===== src/rtl/alu_pkg.sv =====
// Shared ALU control codes and arbiter FSM state type.
// Used by the alu, the arbiter and the bench.
package alu_pkg;

   localparam logic [3:0] ALU_AND   = 4'b0000;
   localparam logic [3:0] ALU_OR    = 4'b0001;
   localparam logic [3:0] ALU_ADD   = 4'b0010;
   localparam logic [3:0] ALU_SUB   = 4'b0110;
   localparam logic [3:0] ALU_PASSB = 4'b0111;

   typedef enum logic [1:0] {
      IDLE,
      EXEC,
      RESP
   } state_t;

   function automatic logic [1:0] onehot(input logic id);
      return id ? 2'b10 : 2'b01;
   endfunction

endpackage


===== src/rtl/alu_arbiter_if.sv =====
// Two-requester ALU request/response bus.
// master = requester side, slave = arbiter side.
interface alu_arbiter_if #(
   parameter int N = 64
);
   logic [1:0]        req_valid;
   logic [1:0]        req_ready;
   logic [1:0][N-1:0] req_a;
   logic [1:0][N-1:0] req_b;
   logic [1:0][3:0]   req_op;
   logic [1:0]        rsp_valid;
   logic [1:0]        rsp_ready;
   logic [N-1:0]      rsp_result;
   logic              rsp_zero;
   logic              busy;
   logic              grant_id;

   modport master (
      output req_valid, req_a, req_b, req_op, rsp_ready,
      input  req_ready, rsp_valid, rsp_result, rsp_zero,
      input  busy, grant_id
   );

   modport slave (
      input  req_valid, req_a, req_b, req_op, rsp_ready,
      output req_ready, rsp_valid, rsp_result, rsp_zero,
      output busy, grant_id
   );

endinterface


===== src/rtl/alu.sv =====
// Combinational ALU; unknown control codes yield all-ones.
// ADD/SUB wrap, no flags besides zero.
module alu
   import alu_pkg::*;
#(
   parameter int N = 64
) (
   input  logic [N-1:0] a_i,
   input  logic [N-1:0] b_i,
   input  logic [3:0]   op_i,
   output logic [N-1:0] result_o,
   output logic         zero_o
);

   always_comb begin
      result_o = '1;
      unique case (op_i)
         ALU_AND:   result_o = a_i & b_i;
         ALU_OR:    result_o = a_i | b_i;
         ALU_ADD:   result_o = a_i + b_i;
         ALU_SUB:   result_o = a_i - b_i;
         ALU_PASSB: result_o = b_i;
         default:   result_o = '1;
      endcase
   end

   assign zero_o = (result_o == '0);

endmodule


===== src/rtl/alu_arbiter.sv =====
// Round-robin share of one ALU between two requesters.
// One op in flight: IDLE -> EXEC -> RESP -> IDLE.
module alu_arbiter
   import alu_pkg::*;
#(
   parameter int N = 64
) (
   input  logic      clk,
   input  logic      reset,
   alu_arbiter_if.slave bus
);

   state_t       state_q;
   logic         last_q;
   logic         gid_q;
   logic [N-1:0] a_q;
   logic [N-1:0] b_q;
   logic [3:0]   op_q;
   logic [N-1:0] res_q;
   logic         zero_q;
   logic [1:0]   rv_q;

   logic [N-1:0] alu_res;
   logic         alu_zero;
   logic         win;
   logic         any_req;

   // Tie goes to whoever did not win last time.
   assign any_req = |bus.req_valid;
   assign win = (bus.req_valid == 2'b11) ? ~last_q
              : bus.req_valid[1];

   alu #(.N(N)) u_alu (
      .a_i      (a_q),
      .b_i      (b_q),
      .op_i     (op_q),
      .result_o (alu_res),
      .zero_o   (alu_zero)
   );

   always_ff @(posedge clk) begin
      if (!reset) begin
         state_q <= IDLE;
         last_q  <= 1'b1;
         gid_q   <= 1'b0;
         a_q     <= '0;
         b_q     <= '0;
         op_q    <= '0;
         res_q   <= '0;
         zero_q  <= 1'b0;
         rv_q    <= 2'b00;
      end else begin
         unique case (state_q)
            IDLE: begin
               if (any_req) begin
                  a_q     <= bus.req_a[win];
                  b_q     <= bus.req_b[win];
                  op_q    <= bus.req_op[win];
                  gid_q   <= win;
                  last_q  <= win;
                  state_q <= EXEC;
               end
            end
            EXEC: begin
               res_q   <= alu_res;
               zero_q  <= alu_zero;
               rv_q    <= onehot(gid_q);
               state_q <= RESP;
            end
            RESP: begin
               if (bus.rsp_ready[gid_q]) begin
                  rv_q    <= 2'b00;
                  state_q <= IDLE;
               end
            end
            default: state_q <= IDLE;
         endcase
      end
   end

   assign bus.req_ready = (reset && state_q == IDLE && any_req)
                        ? onehot(win) : 2'b00;
   assign bus.rsp_valid  = rv_q;
   assign bus.rsp_result = res_q;
   assign bus.rsp_zero   = zero_q;
   assign bus.busy       = (state_q != IDLE);
   assign bus.grant_id   = gid_q;

endmodule

===== src/flat_wrapper.sv =====
// flat-port wrapper written by rule: the top's interface ports become plain ports
module alu_arbiter_flat import alu_pkg::*;
#(
   parameter int N = 64
)
  (clk, reset, bus_req_valid, bus_req_a, bus_req_b, bus_req_op, bus_rsp_ready, bus_req_ready, bus_rsp_valid, bus_rsp_result, bus_rsp_zero, bus_busy, bus_grant_id);
  alu_arbiter_if #(.N(N)) bus_i ();
  input  logic clk;
  input  logic reset;
  input wire logic [$bits(bus_i.req_valid)-1:0] bus_req_valid;
  input wire logic [$bits(bus_i.req_a)-1:0] bus_req_a;
  input wire logic [$bits(bus_i.req_b)-1:0] bus_req_b;
  input wire logic [$bits(bus_i.req_op)-1:0] bus_req_op;
  input wire logic [$bits(bus_i.rsp_ready)-1:0] bus_rsp_ready;
  output wire logic [$bits(bus_i.req_ready)-1:0] bus_req_ready;
  output wire logic [$bits(bus_i.rsp_valid)-1:0] bus_rsp_valid;
  output wire logic [$bits(bus_i.rsp_result)-1:0] bus_rsp_result;
  output wire logic [$bits(bus_i.rsp_zero)-1:0] bus_rsp_zero;
  output wire logic [$bits(bus_i.busy)-1:0] bus_busy;
  output wire logic [$bits(bus_i.grant_id)-1:0] bus_grant_id;
  assign bus_i.req_valid = bus_req_valid;
  assign bus_i.req_a = bus_req_a;
  assign bus_i.req_b = bus_req_b;
  assign bus_i.req_op = bus_req_op;
  assign bus_i.rsp_ready = bus_rsp_ready;
  assign bus_req_ready = bus_i.req_ready;
  assign bus_rsp_valid = bus_i.rsp_valid;
  assign bus_rsp_result = bus_i.rsp_result;
  assign bus_rsp_zero = bus_i.rsp_zero;
  assign bus_busy = bus_i.busy;
  assign bus_grant_id = bus_i.grant_id;
  alu_arbiter #(.N(N)) u_core (.clk(clk), .reset(reset), .bus(bus_i));
endmodule

===== config.mk =====
export PLATFORM = sky130hd
export DESIGN_NAME = alu_arbiter_flat
export DESIGN_NICKNAME = d
export VERILOG_FILES = /design/src/rtl/alu_pkg.sv /design/src/rtl/alu_arbiter_if.sv /design/src/rtl/alu.sv /design/src/rtl/alu_arbiter.sv /design/src/flat_wrapper.sv
export SDC_FILE = /design/constraint.sdc
export NUM_CORES = 1
export LEC_CHECK = 0
export BUFFER_PORTS_ARGS = -buffer_cell sky130_fd_sc_hd__buf_2
export CAP_MARGIN = 20
export CELL_PAD_IN_SITES_DETAIL_PLACEMENT = 0
export CELL_PAD_IN_SITES_GLOBAL_PLACEMENT = 2
export CORE_MARGIN = 3
export CORE_UTILIZATION = 31
export CTS_CLUSTER_SIZE = 10
export DETAILED_ROUTE_END_ITERATION = 10
export PLACE_DENSITY_LB_ADDON = 0.1
export SYNTH_ARGS = -nofsm -noshare
export SYNTH_HDL_FRONTEND = slang
export SYNTH_SLANG_ARGS = --single-unit

===== constraint.sdc =====
create_clock -name clk -period 8.03 [get_ports clk]
set_input_delay 1.2045 -clock clk [delete_from_list [all_inputs] [get_ports clk]]
set_output_delay 1.2045 -clock clk [all_outputs]
set_load 0.05 [all_outputs]

Word-level counts from Yosys, hierarchy flattened

Cells that the tools add are included.

Input port bits: 270
Bits in registers: 203
Output and inout port bits: 71
Logic and storage cells: 53

Bitwise logic cells: 3
Reductions and logical operators: 11
Equality and inequality tests: 9
Add/subtract/negate cells: 2
Multiplexer cells: 17
$lt $le $gt $ge: 2

Operator list:

| cell               | count |
|---|---|
| $pmux 64 s5        | 1 |
| $mux 64            | 4 |
| $add 64x64->64     | 1 |
| $and 64x64->64     | 1 |
| $logic_not 64->1   | 1 |
| $or 64x64->64      | 1 |
| $sub 64x64->64     | 1 |
| $mux 2             | 5 |
| $eq 4x3->1 const B | 2 |
| $mux 4             | 2 |
| $pmux 2 s3         | 1 |
| $reduce_and 2->1   | 3 |
| $eq 2x2->1 const B | 2 |
| $eq 4x1->1 const B | 1 |
| $eq 4x2->1 const B | 1 |
| $logic_not 4->1    | 1 |
| $lt 1x2->1 const B | 2 |
| $ne 2x1->1 const B | 2 |
| $pmux 2 s2         | 1 |
| $reduce_bool 2->1  | 2 |
| $mux 1             | 3 |
| $eq 2x1->1 const B | 1 |
| $logic_and 1x1->1  | 2 |
| $logic_not 2->1    | 1 |
| 2 further kinds    | 2 |

Longest topological paths before layout

Depth after elaboration: 4
Depth in mapped cells: 25
Gate-level depth less buffers: 24

Modules after synthesis

Synthesis repeated with hierarchy kept, for this count alone.

Cell total of the unflattened synthesis: 2383
Area total of the unflattened synthesis: 17088.9 µm²

By module, submodules not included:

| module      | cells each | times used | area each (µm²) | sequential area each (µm²) |
|---|---|---|---|---|
| alu_arbiter | 1065       | 1          | 8872.3          | 4063.9 |
| alu         | 1318       | 1          | 8216.6          | 0.0 |

Worst setup path before layout

No wires, ideal clock.

Path type: register -> register
From: reg u_core.op_q[1]
To: reg u_core.zero_q, in the netlist u_core.bus.rsp_zero
Data required time: 7.969 ns
Buffers on the path: 5
Clock period less this slack: 5.638 ns
Setup time: 0.061 ns
Cell stages (with the launch flop): 24
Path slack: 2.392 ns
Arrival: 5.577 ns
Cells stage by stage: dfxtp_1 -> clkbuf_1 -> inv_1 -> or3_1 -> clkbuf_1 -> clkbuf_1 -> buf_1 -> nor2_1 -> clkbuf_1 -> nor2_1 -> xnor2_1 -> ha_1 -> o211ai_1 -> a21oi_1 -> o21ai_0 -> a31oi_1 -> o21ai_1 -> a2111oi_1 -> a21oi_1 -> xnor2_1 -> a2111oi_0 -> nand4_1 -> nor4_1 -> a32o_1

Cells in the longest elaborated chain, start to end: 3
Elaborated cells between the ends (all ways): 7
Classes of those cells: 4 x eq/ne; 1 x mux; 2 x reduce/logical

RTL lines:

| what                                     | line              | source |
|---|---|---|
| start: declaration                       | alu_arbiter.sv:18 | `logic [3:0] op_q;` |
| start signal: assignment                 | alu_arbiter.sv:58 | `op_q <= bus.req_op[win];` |
| $eq 4x3->1, or another cell as far along | alu.sv:17         | `unique case (op_i)` |
| $pmux 64 s5 *                            | alu.sv:17         |  |
| $logic_not 64->1 *                       | alu.sv:27         | `assign zero_o = (result_o == '0);` |
| end signal: assignment                   | alu_arbiter.sv:66 | `zero_q <= alu_zero;` |
| end: declaration                         | alu_arbiter.sv:20 | `logic zero_q;` |

Mark *: on every way between the ends. The rest lies on a longest branch, timed or not.
A chain may end at the register's enable or synchronous reset.

Worst setup path in the final report

From: reg u_core.b_q[2]
To: reg u_core.zero_q, in the netlist u_core.bus.rsp_zero

Cells in the longest elaborated chain, start to end: 3
Elaborated cells between the ends (all ways): 6
Classes of those cells: 2 x add/sub; 1 x mux; 2 x bitwise; 1 x reduce/logical

RTL lines:

| what                                         | line              | source |
|---|---|---|
| start: declaration                           | alu_arbiter.sv:17 | `logic [N-1:0] b_q;` |
| start signal: assignment                     | alu_arbiter.sv:57 | `b_q <= bus.req_b[win];` |
| $sub 64x64->64, or another cell as far along | alu.sv:21         | `ALU_SUB: result_o = a_i - b_i;` |
| $pmux 64 s5 *                                | alu.sv:17         |  |
| $logic_not 64->1 *                           | alu.sv:27         |  |

Marked as above.

==> run_results.csv <==
group,metric,value,unit
clock_tree,postCtsHoldBufs,0,
layout,fin_nets,2686,
route,drtIter0Drc,1328,
place,post-dp-hpwl,56.8,mm
global_routing,grt_start_max_net_pins,237,
die,pin_count,341,
die,initial_core_util,0.316,
layout,drive_above_1_share,0.181,
sta,final_hold_viol_count,0,
synthesis,yosysWarnings,0,
worst_setup_path,startpoint,"u_core.b_q[2]",
route,wl,70.8,mm
synthesis,ys.flop_type,"dfxtp_1",
synthesis,synth-edff-count,0,
place,placedCellCount,2992,
sta,finalClockSkew,0.0102,ns
sta,period_share,0.789,
layout,fin_cells,3032,
clock_tree,post_cts_resize_count,0,
synthesis,ys_ff_latch,203,
flow_run,cap_violations,0,
die,fp.dieW,232,microns
pwr,p_total,4.41,mW
worst_setup_path,worstSetupPathType,"flip-flop to flip-flop",
route,dr.pass1.iters,5,
route,routedWlPerCell,23.4,microns
route,drc,0,
clock_tree,cts.sinks,203,
die,die_y,232,microns
sta,period_minus_slack,6.34,ns
clock_tree,cts_setup_buffers,0,
synthesis,yosysSeqAreaShare,0.256,
synthesis,synth_area,15900,sq um
clock_tree,clk_latency,0.55,ns
worst_setup_path,arrival,6.83,ns
pwr,vdd_ir_drop_max,0.000135,V
clock_tree,cts.htree.levels,1,
worst_hold_path,hold_class,"flip-flop to flip-flop",
layout,fillers,5492,
route,detail-route-antenna-nets,0,
die,fp-row-count,82,
synthesis,async_reset_ff_frac,0,
sta,fmax,0.158,GHz
clock_tree,cts_root_buf,"clkbuf_16",
synthesis,synth_nets,2471,
die,die_area,54100,sq um
pwr,p_per_area,235,nW/um^2
global_routing,grt_pass1_wl,103,mm
synthesis,avgSynthCellArea,7.45,sq um
clock_tree,cts_buffer_depth,3,
worst_setup_path,cp-start-kind,"flip-flop",
sta,maxSlewHeadroom,0.109,
worst_hold_path,worstHoldStart,"u_core.bus.rsp_result[54]",
place,gp_congestion,0.903,
sta,setup_violations,0,
clock_tree,cts_tree,"done",
sta,hold-worst-slack,0.453,ns
pwr,p_leak,7.81,nW
synthesis,synthCells,2134,
layout,area_growth,18.2,%
global_routing,grt-ovfl-total,0,
worst_setup_path,end_kind,"flip-flop",
global_routing,antenna_found_initial,3,
sta,worstMarginPinSlew,1.34,ns
place,portBuffers,340,
die,core,50400,sq um
run_status,status,"complete, no violations",
route,route.vias.total,16600,
clock_tree,cts_made_buffers,26,
sta,finalMaxSlewViolations,0,
worst_setup_path,critPathMaxFanout,9,
worst_setup_path,required,8.52,ns
clock_tree,path_clk_slew,0.05,ns
worst_setup_path,r2r-start,"u_core.b_q[2]",
global_routing,grt_pass1_vias,15300,
synthesis,synth.distinct_cells,74,
global_routing,grt.total_usage,0.253,
sta,rsz0062_at_grt,"false",
sta,setup-tns-final,0,ns
route,vias_per_cell,5.47,
state kept, by name, summed over array words and instances, names as in the netlist:
register / cells
u_core.a_q: 64
u_core.bus.rsp_result: 64
u_core.op_q: 4
u_core.bus.rsp_valid: 2
u_core.b_q: 64
u_core.bus.grant_id: 1
u_core.bus.rsp_zero: 1
u_core.last_q: 1
u_core.state_q: 2
worst max-delay path, stage by stage (launching register included):
cell and delay, ns:
dfxtp_1 0.40, nor4_2 0.42, and2_1 0.25, nand3b_1 0.17
or2_1 0.38, nor3_1 0.33, nand4b_1 0.20, or4_1 0.52
nor3_1 0.22, nor2_1 0.08, xnor2_1 0.22, ha_1 0.37
a21o_1 0.22, o21bai_1 0.19, a21oi_1 0.32, nor2_1 0.07
o21ai_0 0.28, o2111ai_1 0.23, a211oi_1 0.56, and4_1 0.27
nand4_1 0.11, nor4_1 0.29, a32o_1 0.17
path summary, 6_finish.rpt:
path | depth (start not counted) | to | slack, ns
max | 22 | u_core.bus.rsp_zero | 1.69
min | 2 | u_core.bus.rsp_result[54] | 0.45
max reg2reg | 22 | u_core.bus.rsp_zero | 1.69
min reg2reg | 2 | u_core.bus.rsp_result[54] | 0.45
placed cells by master (no fill, tap or decap), types with 7 or more instances in the layout:
| master | netlist | layout |
|---|---|---|
| buf_2 | 2 | 341 |
| o21bai_1 | 14 | 14 |
| buf_4 | 0 | 21 |
| xnor2_1 | 60 | 60 |
| and3_1 | 14 | 14 |
| a21o_1 | 17 | 17 |
| nor2_1 | 289 | 287 |
| o21a_1 | 35 | 35 |
| nand3_1 | 45 | 45 |
| nor4_1 | 19 | 19 |
| mux2i_1 | 134 | 134 |
| clkbuf_16 | 0 | 27 |
| a211oi_1 | 187 | 187 |
| a21oi_1 | 178 | 177 |
| o31ai_1 | 16 | 16 |
| a31oi_1 | 19 | 19 |
| nor3_1 | 48 | 47 |
| nand2_1 | 117 | 117 |
| inv_1 | 28 | 28 |
| nand4_1 | 32 | 32 |
| nand2b_1 | 11 | 11 |
| or4_1 | 7 | 7 |
| xor2_1 | 55 | 55 |
| or3_1 | 12 | 11 |
| dfxtp_1 | 203 | 201 |
| nor2b_1 | 42 | 39 |
| o21ai_0 | 191 | 191 |
| o211ai_1 | 12 | 12 |
| ha_1 | 66 | 66 |
| o41ai_1 | 7 | 7 |
stage by stage:
step                      cell area, sq um   util  worst slack, ns
after global routing                 18800  0.373             1.16
after detailed placement             18000  0.358             1.27
after floorplan                      15900      -             2.39
final                                18800  0.373             1.69
after global placement               18000  0.358            0.848
after CTS                            18800  0.373             1.23
synthesized netlist by cell type (14+ instances only):
cell	instances	area (sq um)
xnor2_1	60	526
nor4_1	19	119
o21a_1	35	263
nor2_1	289	1080
and3_1	14	87.6
nor3_1	48	240
dfxtp_1	203	4060
a211oi_1	187	1400
nor2b_1	42	263
nand2_1	117	439
a21o_1	17	128
clkbuf_1	152	571
nand4_1	32	200
buf_1	22	82.6
o21bai_1	14	105
nand3_1	45	225
mux2i_1	134	1340
inv_1	28	105
o21ai_0	191	956
a31oi_1	19	119
o31ai_1	16	120
xor2_1	55	482
ha_1	66	826
a21oi_1	178	891
where the power goes:
group          total (mW)  internal, mW  switching, mW  leakage [nW]
Combinational        2.03         0.655           1.37          5.75
Sequential           1.31          1.13          0.178          1.68
Clock                1.07         0.626          0.449         0.378
cell families (layout without fill, tap and decap cells):
family,after synthesis,in the layout,share of synthesized area
compound gates,733,733,0.291
simple gates,673,673,0.202
buf+inv,207,432,0.0496
flops,203,203,0.256
mux,135,135,0.0851
xor+xnor,115,115,0.0633
fa+ha+maj,68,68,0.0538
other cells,0,1,0
cell type report:
type                            count  area [sq um]  area share
Clock buffer                       33           728      0.0388
Antenna cell                        1          2.50    0.000133
Multi-Input combinational cell   1724         11100       0.591
Clock inverter                      5          28.8     0.00153
Tap cell                          672           841      0.0447
Inverter                           29           114     0.00606
Timing Repair Buffer              365          1910       0.102
Sequential cell                   203          4070       0.216
metal layers:
metal  wire [microns]  global-route usage  up-vias
met5               13                   0        -
met4              897              0.0370        2
met3             5730              0.0591       52
met2            25800               0.322      598
met1            38400               0.419     7645
li1                 -                   -     8295
No activity file was read; power rests on OpenSTA's default activity.
